**src/rtl/alu_add_seq.sv**
```systemverilog
// alu_add_seq: multi-cycle adder, S = A + B computed CHUNK bits per cycle.
// Flags follow the subtract unit's Sign semantics (unsigned carry / two's
// complement overflow). Optional carry-in port Cin when ALU_ADD_CIN_EN is
// defined; otherwise the carry into chunk 0 is zero.
module alu_add_seq #(
  parameter int unsigned WIDTH = 32,
  parameter int unsigned CHUNK = 8
) (
  input  logic             clk,
  input  logic             reset,
  input  logic             start,
  input  logic [WIDTH-1:0] A,
  input  logic [WIDTH-1:0] B,
  input  logic             Sign,
`ifdef ALU_ADD_CIN_EN
  input  logic             Cin,
`endif
  output logic             busy,
  output logic             done,
  output logic [WIDTH-1:0] S,
  output logic             Z,
  output logic             V,
  output logic             N
);

  localparam int unsigned NCHUNK = WIDTH / CHUNK;
  localparam int unsigned KW     = (NCHUNK > 1) ? $clog2(NCHUNK) : 1;
  localparam logic [KW-1:0] LAST_K = KW'(NCHUNK - 1);
  localparam int unsigned MSB    = WIDTH - 1;

  typedef enum logic [1:0] {IDLE, RUN, DONE} state_t;

  state_t           state;
  state_t           state_next;
  logic [WIDTH-1:0] a_r;
  logic [WIDTH-1:0] b_r;
  logic             sign_r;
  logic             carry;
  logic [KW-1:0]    k;
  logic             cin_in;
  logic             last;
  logic [CHUNK:0]   chunk_sum;
  logic [WIDTH-1:0] s_upd;
  logic             z_calc;
  logic             v_calc;
  logic             n_calc;

`ifdef ALU_ADD_CIN_EN
  assign cin_in = Cin;
`else
  assign cin_in = 1'b0;
`endif

  assign last = (k == LAST_K);
  assign busy = (state == RUN);
  assign done = (state == DONE);

  // State register
  always_ff @(posedge clk) begin
    if (reset) state <= IDLE;
    else       state <= state_next;
  end

  // Next-state logic: start is only honoured in IDLE
  always_comb begin
    state_next = state;
    case (state)
      IDLE:    if (start) state_next = RUN;
      RUN:     if (last)  state_next = DONE;
      DONE:    state_next = IDLE;
      default: state_next = IDLE;
    endcase
  end

  // Current chunk add, merged result word and flags from the final chunk
  always_comb begin
    chunk_sum = {1'b0, a_r[k*CHUNK +: CHUNK]}
              + {1'b0, b_r[k*CHUNK +: CHUNK]}
              + {{CHUNK{1'b0}}, carry};
    s_upd = S;
    s_upd[k*CHUNK +: CHUNK] = chunk_sum[CHUNK-1:0];
    z_calc = (s_upd == '0);
    if (sign_r) begin
      v_calc = (a_r[MSB] == b_r[MSB]) && (s_upd[MSB] != a_r[MSB]);
      n_calc = s_upd[MSB] ^ v_calc;
    end else begin
      v_calc = chunk_sum[CHUNK];
      n_calc = 1'b0;
    end
  end

  // Operand latch, chunk sequencing and result/flag registers
  always_ff @(posedge clk) begin
    if (reset) begin
      a_r    <= '0;
      b_r    <= '0;
      sign_r <= 1'b0;
      carry  <= 1'b0;
      k      <= '0;
      S      <= '0;
      Z      <= 1'b0;
      V      <= 1'b0;
      N      <= 1'b0;
    end else begin
      case (state)
        IDLE: begin
          if (start) begin
            a_r    <= A;
            b_r    <= B;
            sign_r <= Sign;
            carry  <= cin_in;
            k      <= '0;
          end
        end
        RUN: begin
          S     <= s_upd;
          carry <= chunk_sum[CHUNK];
          if (last) begin
            k <= '0;
            Z <= z_calc;
            V <= v_calc;
            N <= n_calc;
          end else begin
            k <= k + KW'(1);
          end
        end
        default: ;
      endcase
    end
  end

endmodule

```
**config.mk**
```make
export PLATFORM = sky130hd
export DESIGN_NAME = alu_add_seq
export DESIGN_NICKNAME = d
export VERILOG_FILES = /design/src/rtl/alu_add_seq.sv
export SDC_FILE = /design/constraint.sdc
export NUM_CORES = 1
export LEC_CHECK = 0
export ABC_CLOCK_PERIOD_IN_PS = 3600
export BUFFER_PORTS_ARGS = -buffer_cell sky130_fd_sc_hd__clkbuf_2
export CAP_MARGIN = 40
export CORE_MARGIN = 2
export CORE_UTILIZATION = 40
export CTS_CLUSTER_SIZE = 28
export DETAILED_ROUTE_END_ITERATION = 12
export GPL_TIMING_DRIVEN = 0
export PLACE_DENSITY = 0.73
export REMOVE_ABC_BUFFERS = 1
export SLEW_MARGIN = 30
export SYNTH_ARGS = -nofsm -noshare
export SYNTH_HDL_FRONTEND = slang
export SYNTH_SLANG_ARGS = --single-unit
```
**constraint.sdc**
```tcl
create_clock -name clk -period 3.6 [get_ports clk]
set_input_delay 0.72 -clock clk [delete_from_list [all_inputs] [get_ports clk]]
set_output_delay 0.72 -clock clk [all_outputs]
set_load 0.02 [all_outputs]
```
# Word-level counts from Yosys, hierarchy flattened
# Cells that the tools add are included.
dict set report totals {
  ff_bits 105
  in_bits 68
  out_inout_bits 37
  wordCells 45
}
dict set report op_classes {
  addsub 4
  eq_ne 7
  shifts 4
  n_mux 11
  n_bitwise 1
  reduce_logical 8
}
# op n
set op_table {}
lappend op_table {{$shiftx 32x6->8} 2}
lappend op_table {{$neg 5->34} 1}
lappend op_table {{$shift 8x34->32 const A} 1}
lappend op_table {{$shiftx 8x34->32} 1}
lappend op_table {{$bwmux 32} 1}
lappend op_table {{$logic_not 32->1} 1}
lappend op_table {{$add 8x8->9} 1}
lappend op_table {{$add 9x1->9} 1}
lappend op_table {{$mux 2} 4}
lappend op_table {{$pmux 2 s2} 2}
lappend op_table {{$reduce_and 2->1} 4}
lappend op_table {{$eq 2x2->1 const B} 2}
lappend op_table {{$mux 1} 3}
lappend op_table {{$add 2x1->2 const B} 1}
lappend op_table {{$eq 2x1->1 const B} 1}
lappend op_table {{$logic_not 2->1} 1}
lappend op_table {{$ne 2x1->1 const B} 1}
lappend op_table {{$ne 2x2->1 const B} 1}
lappend op_table {{$pmux 1 s2} 1}
lappend op_table {{$reduce_bool 2->1} 1}
lappend op_table {{$eq 1x1->1} 1}
lappend op_table {{$logic_and 1x1->1} 1}
lappend op_table {{$ne 1x1->1} 1}
lappend op_table {{$xor 1x1->1} 1}

# Longest topological paths before layout
dict set report depth {
  depth_word 9
  depth_mapped 11
  ltp_nobuf 10
}

# Least setup slack after synthesis
# OpenSTA, ideal clock, no wires.
dict set report synth_timing {
  path_type {reg-to-reg}
  startpoint {register k[0]}
  endpoint {register Z}
  setup_time_ns 0.117
  arrival_time_ns 3.229
  t_required_ns 3.483
  setup_slack_ns 0.254
  stages_incl_launch_ff 12
  n_path_buf 1
  period_less_slack_ns 3.346
  path_cell_list {dfxtp_1 -> buf_2 -> mux4_2 -> fa_1 -> inv_1 -> fa_1 -> nand2b_1 -> a21oi_1 -> o311a_1 -> nor3_1 -> o32ai_1 -> a32o_1}
}
dict set report synth_via {
  elab_chain_len 6
  word_cells_on_any_way 11
  classes_between {3 x add/sub; 1 x eq/ne; 4 x shift; 1 x mux; 2 x reduce/logical}
}
# element line
set synth_lines {}
lappend synth_lines {{start: declaration} 39} ;# logic [KW-1:0] k;
lappend synth_lines {{start signal: assignment} 124} ;# k <= k + KW'(1);
lappend synth_lines {{$shiftx 32x6->8 (on tied branches)} {77, 78}}
lappend synth_lines {{$add 8x8->9} 78} ;# + {1'b0, b_r[k*CHUNK +: CHUNK]}
lappend synth_lines {{$add 9x1->9} 79} ;# + {{CHUNK{1'b0}}, carry};
lappend synth_lines {{$shiftx 8x34->32} 81} ;# s_upd[k*CHUNK +: CHUNK] = chunk_sum[CHUNK-1:0];
lappend synth_lines {{$bwmux 32} 81}
lappend synth_lines {{$logic_not 32->1} 82} ;# z_calc = (s_upd == '0);
lappend synth_lines {{end signal: assignment} 120} ;# Z <= z_calc;
lappend synth_lines {{end: declaration} 21} ;# output logic Z,
# Several ways; a longest one is shown, not always the timed one.
# A chain may end at the register's enable or synchronous reset.

# Worst setup path after layout
# Ends and elaborated chain as after synthesis.

==> impl_summary.log <==
[metrics] post-route standard cell area excluding fillers: 5530 µm²
[metrics] global-route wire length before repair: 18200 µm
[metrics] htree depth: 3
[metrics] mean area per synthesized cell: 8.58 µm²
[metrics] clock latency on the worst-skew pair: 340 ps
[metrics] register-to-register setup slack: 210 ps
[metrics] mean routed wirelength per cell: 14.2 µm
[metrics] number of vias per cell after detailed routing: 5.33
[metrics] synth warn: 0
[metrics] ys async rst share: 0
[metrics] P_leak: 2.25 nW
[metrics] number of top-level design ports: 105
[metrics] result of the run: finished, final reports clean
[metrics] number of buffers created by CTS: 9
[metrics] number of cell rows: 39
[metrics] post-synthesis cell area: 4570 µm²
[metrics] area of the placeable core: 11300 µm²
[metrics] number of max-slew violations in the final report: 0
[metrics] slowest cell on the critical path: sky130_fd_sc_hd__mux4_2
[metrics] worst hold slack: 453 ps
[metrics] critical setup path kind: reg2reg
[metrics] buffers plus inverters on the worst setup path: 1
[metrics] fraction of layout cells with a size suffix above 1: 0.236
[metrics] number of distinct library cells after synthesis: 43
[metrics] number of diodes added for antenna fixing: 0
[metrics] proportion of synthesized chip area in sequential cells: 0.460
[metrics] final net count: 702
[metrics] final worst path period need: 3390 ps
[metrics] Fill cells: 1071
[metrics] power density cells: 465 nW/µm²
[metrics] clock slew at the register clock pins of the worst setup and hold paths: 70 ps
[metrics] width of the die: 111 µm
[metrics] gr ovfl total: 0
[metrics] maximum clock frequency: 0.295 GHz
[metrics] share of the clock period used by the worst path after layout: 0.943
[metrics] number of nets still failing antenna checks after routing: 0
[metrics] actual slew at the worst max-slew pin: 714 ps
[metrics] overall routed net length: 10900 µm
[metrics] summed negative setup slack over all endpoints: 0 ps
[metrics] overall power consumption: 2.57 mW
[metrics] buffer depth of the longest clock path: 2
[metrics] list of cells traversed by the critical path: mux4_2 > fa_1 > inv_1 > fa_1 > nand2b_1 > a21oi_1 > xor2_1 > or4_1 > o32ai_1 > a32o_1
[metrics] max capacitance violation total: 0
[metrics] number of enable-type register cells in the synthesized netlist: 0
[metrics] Area growth syn-to-layout: 21.0%
[metrics] Primary FF master, synth: sky130_fd_sc_hd__dfxtp_1
[metrics] worst setup skew after layout: 7.82 ps
[metrics] category of the worst setup path launch point: register
[metrics] Gate Count Post-Synth: 533
[metrics] CP max stage delay: 590 ps
[metrics] clock tree from TritonCTS: yes
[metrics] DRC Markers: 0
[metrics] CP Max Fanout: 14
[metrics] Reg2Reg Capture Point: Z$_SDFFE_PP0P_
[metrics] area enclosed by the die boundary: 12300 µm²
[metrics] required time at the endpoint of the critical path: 3890 ps
[metrics] number of standard cells in the layout, taps in and fillers out: 767
[metrics] total of hold buffers inserted after clock tree synthesis: 0
[metrics] most frequent cell on the critical path: sky130_fd_sc_hd__fa_1
[metrics] Min-Delay Path Depth: 2
[metrics] total count of hold-check failures in the final report: 0
[metrics] global-route usage over all layers: 0.179
[metrics] number of global-route vias before repair: 3859
[metrics] first-pass iteration count of the detailed router: 5
[metrics] Placement Cell Area: 5230 µm²
[metrics] root cell of the clock tree: sky130_fd_sc_hd__clkbuf_16
[metrics] number of DRC markers after the initial detailed-route iteration: 303
[metrics] worst flop-to-flop path startpoint: k[0]$_SDFFE_PP0P_
[metrics] kind of cell adding the most delay to the critical path: simple AND/OR/NAND/NOR gates
[metrics] Port-buffer cells: 104
[metrics] worst endpoint data arrival time: 3680 ps
[metrics] remaining max-slew budget at the tightest pin: 0.520
[metrics] CP Capture Type: register
[metrics] dpl cells: 751
[metrics] starting density of the core: 0.406
[metrics] total via count in the routed design: 4086
[metrics] final weighted congestion of routability-driven global placement: 0.818
[metrics] depth of the worst register-to-register path: 10
[metrics] Hold/Removal Path Class: reg2reg
[metrics] final setup violating endpoints: 0
[metrics] chip height: 111 µm
[metrics] number of antenna violations at the first check in global routing: 0
[metrics] half-perimeter wire length after detailed placement: 7600 µm
[metrics] hold worst-path end: a_r[6]$_SDFFE_PP0P_
[metrics] count of state elements after synthesis: 105
[metrics] CTS sink cnt: 105
[metrics] maximum vdd ir drop: 0.278 mV
[metrics] RSZ-0062 raised after global routing: no
[metrics] Hold Crit Start: a_r[6]$_SDFFE_PP0P_
[metrics] largest net degree at the start of global routing: 105
## worst max-delay path by stage
stage | depth (start not counted) | endpoint | start
finish | 10 | Z$_SDFFE_PP0P_ | k[0]$_SDFFE_PP0P_
global route | 10 | Z$_SDFFE_PP0P_ | k[0]$_SDFFE_PP0P_
CTS | 10 | Z$_SDFFE_PP0P_ | k[0]$_SDFFE_PP0P_
detailed placement | 10 | Z$_SDFFE_PP0P_ | k[0]$_SDFFE_PP0P_
global placement | 10 | Z$_SDFFE_PP0P_ | k[0]$_SDFFE_PP0P_
floorplan | 10 | Z$_SDFFE_PP0P_ | k[0]$_SDFFE_PP0P_
## cell families after synthesis
family / after synthesis / share of synthesized area
AOI/OAI and AO/OA: 133 / 0.179
and+or+nand+nor: 220 / 0.196
xor gates and xnor gates: 4 / 0.00766
muxes: 17 / 0.0810
adders and majority gates: 15 / 0.0443
buffers and inverters: 39 / 0.0323
DFF: 105 / 0.460
## routing by layer
layer	up-vias	track usage	routed length, µm
li1	2030	-	-
met1	1910	0.241	4980
met2	131	0.290	5120
met3	15	0.0350	625
met4	0	0.0617	162
met5	-	0	0
## worst min-delay path, cell delays in order, from the launching register on
cell	delay (ps)
sky130_fd_sc_hd__dfxtp_1	310
sky130_fd_sc_hd__nand2_1	50
sky130_fd_sc_hd__a21oi_1	50
## where the power goes
group	switching [mW]	leakage, nW	internal (mW)	total, mW
Sequential	0.0362	0.858	1.21	1.25
Clock	0.432	0.143	0.542	0.974
Combinational	0.208	1.25	0.144	0.352
Total	0.676	2.25	1.90	2.57
## sequential cells by signal (all words and copies together), names as in the netlist
register and flops:
b_r 32, sign_r 1, S 32, Z 1, carry 1, V 1
N 1, state 2, k 2, a_r 32
## layout make-up
class | count | area [µm²] | share of cell area
timing repair buffer | 106 | 577 | 0.104
clock inverter | 6 | 65.1 | 0.0118
tap | 143 | 179 | 0.0323
multi-input combinational | 389 | 2340 | 0.424
inverter | 8 | 30.0 | 0.00543
sequential | 105 | 2110 | 0.381
clock buffer | 10 | 229 | 0.0414
## through the flow
stage | worst slack, ps | util
3_5_place_dp | -193 | 0.464
2_1_floorplan | -75.6 | -
4_1_cts | 33.6 | 0.491
5_1_grt | 29.9 | 0.491
6_report | 207 | 0.491
3_3_place_gp | -994 | 0.457
## Yosys cell counts, types with 2 or more instances
| cell type | instances | area [µm²] |
|---|---|---|
| sky130_fd_sc_hd__ha_1 | 13 | 163 |
| sky130_fd_sc_hd__dfxtp_1 | 105 | 2100 |
| sky130_fd_sc_hd__buf_1 | 4 | 15.0 |
| sky130_fd_sc_hd__clkbuf_1 | 26 | 97.6 |
| sky130_fd_sc_hd__a32o_1 | 2 | 20.0 |
| sky130_fd_sc_hd__inv_1 | 8 | 30.0 |
| sky130_fd_sc_hd__nor3_1 | 6 | 30.0 |
| sky130_fd_sc_hd__o21ai_0 | 5 | 25.0 |
| sky130_fd_sc_hd__nor4_1 | 8 | 50.1 |
| sky130_fd_sc_hd__nor2_1 | 48 | 180 |
| sky130_fd_sc_hd__and2_1 | 3 | 18.8 |
| sky130_fd_sc_hd__xnor2_1 | 2 | 17.5 |
| sky130_fd_sc_hd__nand2_1 | 141 | 529 |
| sky130_fd_sc_hd__o21bai_1 | 2 | 15.0 |
| sky130_fd_sc_hd__nand3_1 | 3 | 15.0 |
| sky130_fd_sc_hd__xor2_1 | 2 | 17.5 |
| sky130_fd_sc_hd__nand2b_1 | 5 | 31.3 |
| sky130_fd_sc_hd__a22oi_1 | 31 | 233 |
| sky130_fd_sc_hd__a21oi_1 | 79 | 395 |
| sky130_fd_sc_hd__fa_1 | 2 | 40.0 |
| sky130_fd_sc_hd__mux4_2 | 16 | 360 |
## what timing repair did
action | in CTS | in global routing
gates resized for setup | 1 | 2
setup buffers | 0 | 0
endpoints found under the setup margin | 2 | 2
hold endpoints to repair | 0 | 0
## cell usage in the layout, fill, tap and decap left out, drive strengths merged, types with 2 or more instances in the layout
cell	instances
a2111oi	2
a211oi	2
a21oi	79
a22oi	31
a32o	2
and2	4
buf	2
clkbuf	114
clkinv	2
dfxtp	105
fa	2
ha	13
inv	10
mux4	16
nand2	141
nand2b	5
nand3	3
nor2	48
nor3	6
nor4	8
o21ai	5
o21bai	2
xnor2	2
xor2	2
Note: power is estimated with default switching activity, not from simulation.
